`config.mk`:
```
export PLATFORM = sky130hd
export DESIGN_NAME = regfile_sb_flat
export DESIGN_NICKNAME = d
export VERILOG_FILES = /design/src/rtl/regfile_sb_if.sv /design/src/rtl/regfile_sb.sv /design/src/flat_wrapper.sv
export SDC_FILE = /design/constraint.sdc
export NUM_CORES = 2
export LEC_CHECK = 0
export CAP_MARGIN = 0
export CORE_UTILIZATION = 37
export DETAILED_ROUTE_END_ITERATION = 7
export GPL_TIMING_DRIVEN = 0
export RECOVER_POWER = 25
export SYNTH_ARGS = -nofsm -noshare
export SYNTH_HDL_FRONTEND = slang
export SYNTH_SLANG_ARGS = --single-unit
```
`constraint.sdc`:
```
create_clock -name clk -period 100.8 [get_ports clk]
set_input_delay 25.2 -clock clk [delete_from_list [all_inputs] [get_ports clk]]
set_output_delay 25.2 -clock clk [all_outputs]
set_load 0.005 [all_outputs]
```
`src/rtl/regfile_sb_if.sv`:
```
// Decode/writeback bus of the scoreboarded register file.
// The master side drives reads, issues and writebacks; the slave side is the register file itself.
interface regfile_sb_if #(
    parameter int DATA_W = 32,
    parameter int ADDR_W = 5,
    parameter int NREAD  = 2
);
    logic [NREAD*ADDR_W-1:0] rd_addr;
    logic [NREAD-1:0]        rd_req;
    logic [NREAD*DATA_W-1:0] rd_data;
    logic [NREAD-1:0]        rd_busy;
    logic                    rd_stall;
    logic                    iss_en;
    logic [ADDR_W-1:0]       iss_addr;
    logic                    iss_ok;
    logic                    wr_en;
    logic [ADDR_W-1:0]       wr_addr;
    logic [DATA_W-1:0]       wr_data;
    logic                    flush;
    logic [31:0]             wb_count;
    logic [DATA_W-1:0]       dbg_wb_value;

    modport master (
        output rd_addr, rd_req, iss_en, iss_addr, wr_en, wr_addr, wr_data, flush,
        input  rd_data, rd_busy, rd_stall, iss_ok, wb_count, dbg_wb_value
    );

    modport slave (
        input  rd_addr, rd_req, iss_en, iss_addr, wr_en, wr_addr, wr_data, flush,
        output rd_data, rd_busy, rd_stall, iss_ok, wb_count, dbg_wb_value
    );
endinterface

```
`src/rtl/regfile_sb.sv`:
```
// Register file with asynchronous read ports, a single synchronous write port,
// same-cycle write-through bypass and a per-register busy scoreboard.
module regfile_sb #(
    parameter int DATA_W   = 32,
    parameter int ADDR_W   = 5,
    parameter int NREAD    = 2,
    parameter int ZERO_REG = 1
) (
    input  logic         clk,
    input  logic         rst,
    regfile_sb_if.slave  bus
);
    localparam int DEPTH = 1 << ADDR_W;

    logic [DATA_W-1:0]       regs [DEPTH];
    logic [DEPTH-1:0]        busy;
    logic [DEPTH-1:0]        busy_next;
    logic [31:0]             wb_count_q;

    logic                    wr_commit;
    logic                    iss_zero;
    logic                    iss_ok_c;
    logic                    iss_fire;
    logic [ADDR_W-1:0]       ra;
    logic [NREAD*DATA_W-1:0] rd_data_c;
    logic [NREAD-1:0]        rd_busy_c;

    assign wr_commit = bus.wr_en && !((ZERO_REG != 0) && (bus.wr_addr == '0));
    assign iss_zero  = (ZERO_REG != 0) && (bus.iss_addr == '0);
    assign iss_ok_c  = iss_zero || !busy[bus.iss_addr] ||
                       (bus.wr_en && (bus.wr_addr == bus.iss_addr));
    assign iss_fire  = bus.iss_en && iss_ok_c && !bus.flush && !iss_zero;

    // Issue is applied after the writeback clear so a same-register pair ends busy.
    always_comb begin
        busy_next = busy;
        if (bus.flush) begin
            busy_next = '0;
        end else begin
            if (wr_commit) busy_next[bus.wr_addr] = 1'b0;
            if (iss_fire)  busy_next[bus.iss_addr] = 1'b1;
        end
    end

    always_ff @(posedge clk or posedge rst) begin
        if (rst) begin
            for (int i = 0; i < DEPTH; i++) regs[i] <= '0;
            busy       <= '0;
            wb_count_q <= '0;
        end else begin
            if (wr_commit) begin
                regs[bus.wr_addr] <= bus.wr_data;
                wb_count_q        <= wb_count_q + 32'd1;
            end
            busy <= busy_next;
        end
    end

    // Hardwired zero takes priority over the bypass so a suppressed write never leaks through.
    always_comb begin
        rd_data_c = '0;
        rd_busy_c = '0;
        ra        = '0;
        for (int k = 0; k < NREAD; k++) begin
            ra = bus.rd_addr[k*ADDR_W +: ADDR_W];
            if ((ZERO_REG != 0) && (ra == '0)) begin
                rd_data_c[k*DATA_W +: DATA_W] = '0;
                rd_busy_c[k]                  = 1'b0;
            end else if (bus.wr_en && (bus.wr_addr == ra)) begin
                rd_data_c[k*DATA_W +: DATA_W] = bus.wr_data;
                rd_busy_c[k]                  = 1'b0;
            end else begin
                rd_data_c[k*DATA_W +: DATA_W] = regs[ra];
                rd_busy_c[k]                  = busy[ra];
            end
        end
    end

    assign bus.rd_data      = rd_data_c;
    assign bus.rd_busy      = rd_busy_c;
    assign bus.rd_stall     = |(bus.rd_req & rd_busy_c);
    assign bus.iss_ok       = iss_ok_c;
    assign bus.wb_count     = wb_count_q;
    assign bus.dbg_wb_value = bus.wr_data;
endmodule

```
`src/flat_wrapper.sv`:
```
// flat-port wrapper written by rule: the top's interface ports become plain ports
module regfile_sb_flat 
#(
    parameter int DATA_W   = 32,
    parameter int ADDR_W   = 5,
    parameter int NREAD    = 2,
    parameter int ZERO_REG = 1
)
  (clk, rst, bus_rd_addr, bus_rd_req, bus_iss_en, bus_iss_addr, bus_wr_en, bus_wr_addr, bus_wr_data, bus_flush, bus_rd_data, bus_rd_busy, bus_rd_stall, bus_iss_ok, bus_wb_count, bus_dbg_wb_value);
  regfile_sb_if #(.DATA_W(DATA_W), .ADDR_W(ADDR_W), .NREAD(NREAD)) bus_i ();
  input  logic clk;
  input  logic rst;
  input wire logic [$bits(bus_i.rd_addr)-1:0] bus_rd_addr;
  input wire logic [$bits(bus_i.rd_req)-1:0] bus_rd_req;
  input wire logic [$bits(bus_i.iss_en)-1:0] bus_iss_en;
  input wire logic [$bits(bus_i.iss_addr)-1:0] bus_iss_addr;
  input wire logic [$bits(bus_i.wr_en)-1:0] bus_wr_en;
  input wire logic [$bits(bus_i.wr_addr)-1:0] bus_wr_addr;
  input wire logic [$bits(bus_i.wr_data)-1:0] bus_wr_data;
  input wire logic [$bits(bus_i.flush)-1:0] bus_flush;
  output wire logic [$bits(bus_i.rd_data)-1:0] bus_rd_data;
  output wire logic [$bits(bus_i.rd_busy)-1:0] bus_rd_busy;
  output wire logic [$bits(bus_i.rd_stall)-1:0] bus_rd_stall;
  output wire logic [$bits(bus_i.iss_ok)-1:0] bus_iss_ok;
  output wire logic [$bits(bus_i.wb_count)-1:0] bus_wb_count;
  output wire logic [$bits(bus_i.dbg_wb_value)-1:0] bus_dbg_wb_value;
  assign bus_i.rd_addr = bus_rd_addr;
  assign bus_i.rd_req = bus_rd_req;
  assign bus_i.iss_en = bus_iss_en;
  assign bus_i.iss_addr = bus_iss_addr;
  assign bus_i.wr_en = bus_wr_en;
  assign bus_i.wr_addr = bus_wr_addr;
  assign bus_i.wr_data = bus_wr_data;
  assign bus_i.flush = bus_flush;
  assign bus_rd_data = bus_i.rd_data;
  assign bus_rd_busy = bus_i.rd_busy;
  assign bus_rd_stall = bus_i.rd_stall;
  assign bus_iss_ok = bus_i.iss_ok;
  assign bus_wb_count = bus_i.wb_count;
  assign bus_dbg_wb_value = bus_i.dbg_wb_value;
  regfile_sb #(.DATA_W(DATA_W), .ADDR_W(ADDR_W), .NREAD(NREAD), .ZERO_REG(ZERO_REG)) u_core (.clk(clk), .rst(rst), .bus(bus_i));
endmodule
```
==> metrics.txt <==
Area Overhead vs Synth=14.94%; die span in x=398.5 um; Clk pin slew, worst setup/hold paths=0.06 ns; Tmin final=56.33 ns; Synthesis Warnings=0; first-pass GRT wire length=334800 um; row cnt=145; max_slew headroom=-351.5%; Seq/Total Area, Yosys=46.80%; syn_nets=4070; cts hold-fix bufs=0; worst vdd ir=0.00001414 V; clk_lat worst skew=0.78 ns; Synth area leader=dfrtp_1; top cells by count, synth=dfrtp_1 (1088), mux2_2 (993), mux4_2 (493); RSZ-0062 raised after global routing=false; fin nets=4386; largest net degree at the start of global routing=130; initial antenna violation count=9; syn avg cell area=14.51 um^2; CTS Sinks=1088; CP Capture Type=primary output; number of synthesized flops with an enable pin=0; Max Cap Viol=23; post-route cell area=0.06687 mm^2; Area after DPL=0.06298 mm^2; Buffers on Ports=181; setup skew after layout=0.02757 ns; final hold violations=0; antenna viol nets, final=0; max-slew violations=874; Area contributors post-synth=dfrtp_1 (47%), mux2_2 (19%), mux4_2 (19%); mapped cell area=0.05818 mm^2; Mapped Cells=4010; clock tree from TritonCTS=done; cell with the most instances after synthesis=dfrtp_1; num ports=191; Max Clk Rate=17.75 MHz; crit path launch type=primary input; failing checks=capacitance limit, slew limit; Num CTS Buffers=117; routability cong.=0.9606; DIE AREA=0.1588 mm^2; Die Height=398.5 um; WL final=242400 um; # Post-CTS Setup Buffers=0; Seq cells post-synth=1088; via count of the first global-routing pass=42010; Synth async-reset ratio=100.0%; Post-DP HPWL=163300 um; TNS Setup=0 ns; crit path DAT=31.13 ns; layout cells sized above 1=42.81%; total iterations of the first detailed-routing run=8; core area=0.1562 mm^2; total grt overflow=0; First DRT Iteration DRCs=6224; Vias/cell=6.570; Pwr Density=19.66 mW/mm^2; # setup viols final=0; hold crit path type=reg -> reg; kind of critical path=in -> out; Yosys top cell area share=46.80%; Longest Clk Path Bufs=3; clock tree root driver cell=clkbuf_16; starting density of the core=37.24%; status=complete, but fails checks; wire per inst=37.38 um; period utilisation layout=55.88%; htree depth=3; cts repair resizes=0; Worst Tran Pin Value=6.772 ns; via count=42610; Yosys cell types=60; hold path cells=1; LEAKAGE=28.21 nW; GRT Total Usage=30.35%; DRC viols=0; Req. time, crit path=75.60 ns; critical-path maximum fanout=10; top_reg_cell synth=dfrtp_1; R2R cell count=7
==> where the power goes <==
| part | internal, W | leakage (nW) | switching (W) | total (W) |
|---|---|---|---|---|
| Clock | 0.000261 | 1.96 | 0.000196 | 0.000457 |
| Combinational | 0.000157 | 12.2 | 0.000123 | 0.000280 |
| Sequential | 0.000517 | 14.0 | 0.0000611 | 0.000578 |
==> path summary, 6_finish.rpt <==
kind | from | end | slack [ns]
worst max-delay path | bus_rd_addr[4] | bus_rd_data[3] | 44.47
worst min-delay path | u_core.regs[1002] | u_core.regs[1002] | 0.48
worst max register to register | u_core.busy[10] | u_core.busy[24] | 98.43
worst min register to register | u_core.regs[1002] | u_core.regs[1002] | 0.48
max in group asynchronous | rst | u_core.regs[471] | 67.00
min in group asynchronous | rst | u_core.regs[587] | 25.99
==> cell type report <==
| class | count | area (um^2) |
|---|---|---|
| Antenna cell | 4 | 10.01 |
| Timing Repair Buffer | 197 | 2012 |
| Clock inverter | 40 | 515.5 |
| Multi-Input combinational cell | 2426 | 28820 |
| Buffer | 474 | 2145 |
| Tap cell | 2058 | 2575 |
| Clock buffer | 177 | 3485 |
| Inverter | 22 | 83.83 |
| Sequential cell | 1088 | 27230 |
| Fill cell | 14300 | 89340 |
==> metrics by stage <==
step / worst slack, ns / instances / power, W / utilization, % / hold slack, ns
floorplan: 44.97 / 4010 / 0.0007593 / - / 0.4413
global placement: 31.26 / 6249 / 0.0008480 / 40.05 / 0.4527
detailed placement: 45.06 / 6265 / 0.0008573 / 40.32 / 0.4660
CTS: 45.03 / 6482 / 0.001310 / 42.88 / 0.4814
global route: 44.78 / 6482 / 0.001357 / 42.80 / 0.4999
finish: 44.47 / 6486 / 0.001315 / 42.81 / 0.4792
==> metal layers <==
metal / vias to the layer above / track usage (%) / routed length, um / part of all wire, %
li1: 16200 / - / - / -
met1: 22780 / 39.46 / 93180 / 38
met2: 2878 / 43.08 / 103300 / 43
met3: 739 / 11.96 / 29930 / 12
met4: 14 / 16.81 / 15750 / 6.5
met5: - / 0 / 258 / 0.11
==> flip-flops by register name, indices dropped and copies added (netlist names) <==
name,count
u_core.busy,32
u_core.regs,1024
u_core.bus.wb_count,32
==> cells by family (layout without fill, tap and decap cells) <==
logic type                 Yosys count  count (layout)  share of synthesized area [%]
DFF                               1088            1088                          46.80
buffers and inverters              496             910                          3.798
adders and majority gates            1               1                        0.02150
AOI/OAI and AO/OA                  428             428                          5.394
and+or+nand+nor                    349             349                          2.996
xor gates and xnor gates            46              46                         0.6925
muxes                             1602            1602                          40.30
other                                0               4                              0
==> critical path: stages <==
cell and delay, ns:
clkdlybuf4s50_1 0.62, clkbuf_1 0.55, xnor2_1 0.15, and3_1 0.21, clkbuf_1 0.50, nor2_1 1.33
buf_2 0.65, a22oi_1 0.14, o21ai_0 1.07, clkdlybuf4s50_1 0.69
==> placed cells by master (no fill, tap or decap), types with 12 or more instances in the layout <==
master	n
buf_4	54
xor2_1	17
a21oi_1	14
nor2b_1	13
clkbuf_16	118
buf_1	33
mux2_2	993
buf_2	109
a211oi_1	16
nand4_1	14
nand2_1	91
nor3_1	25
mux2i_1	116
clkinv_2	19
inv_1	21
clkbuf_2	12
a22oi_1	113
clkdlybuf4s50_1	179
nand3_1	56
xnor2_1	29
o32ai_1	12
a22o_1	19
o21ai_0	33
a221oi_1	41
o22ai_1	113
clkbuf_8	31
nor2_1	69
dfrtp_1	1088
clkbuf_1	299
nor4_1	12
mux4_2	493
(Power assumes the default switching activity.)
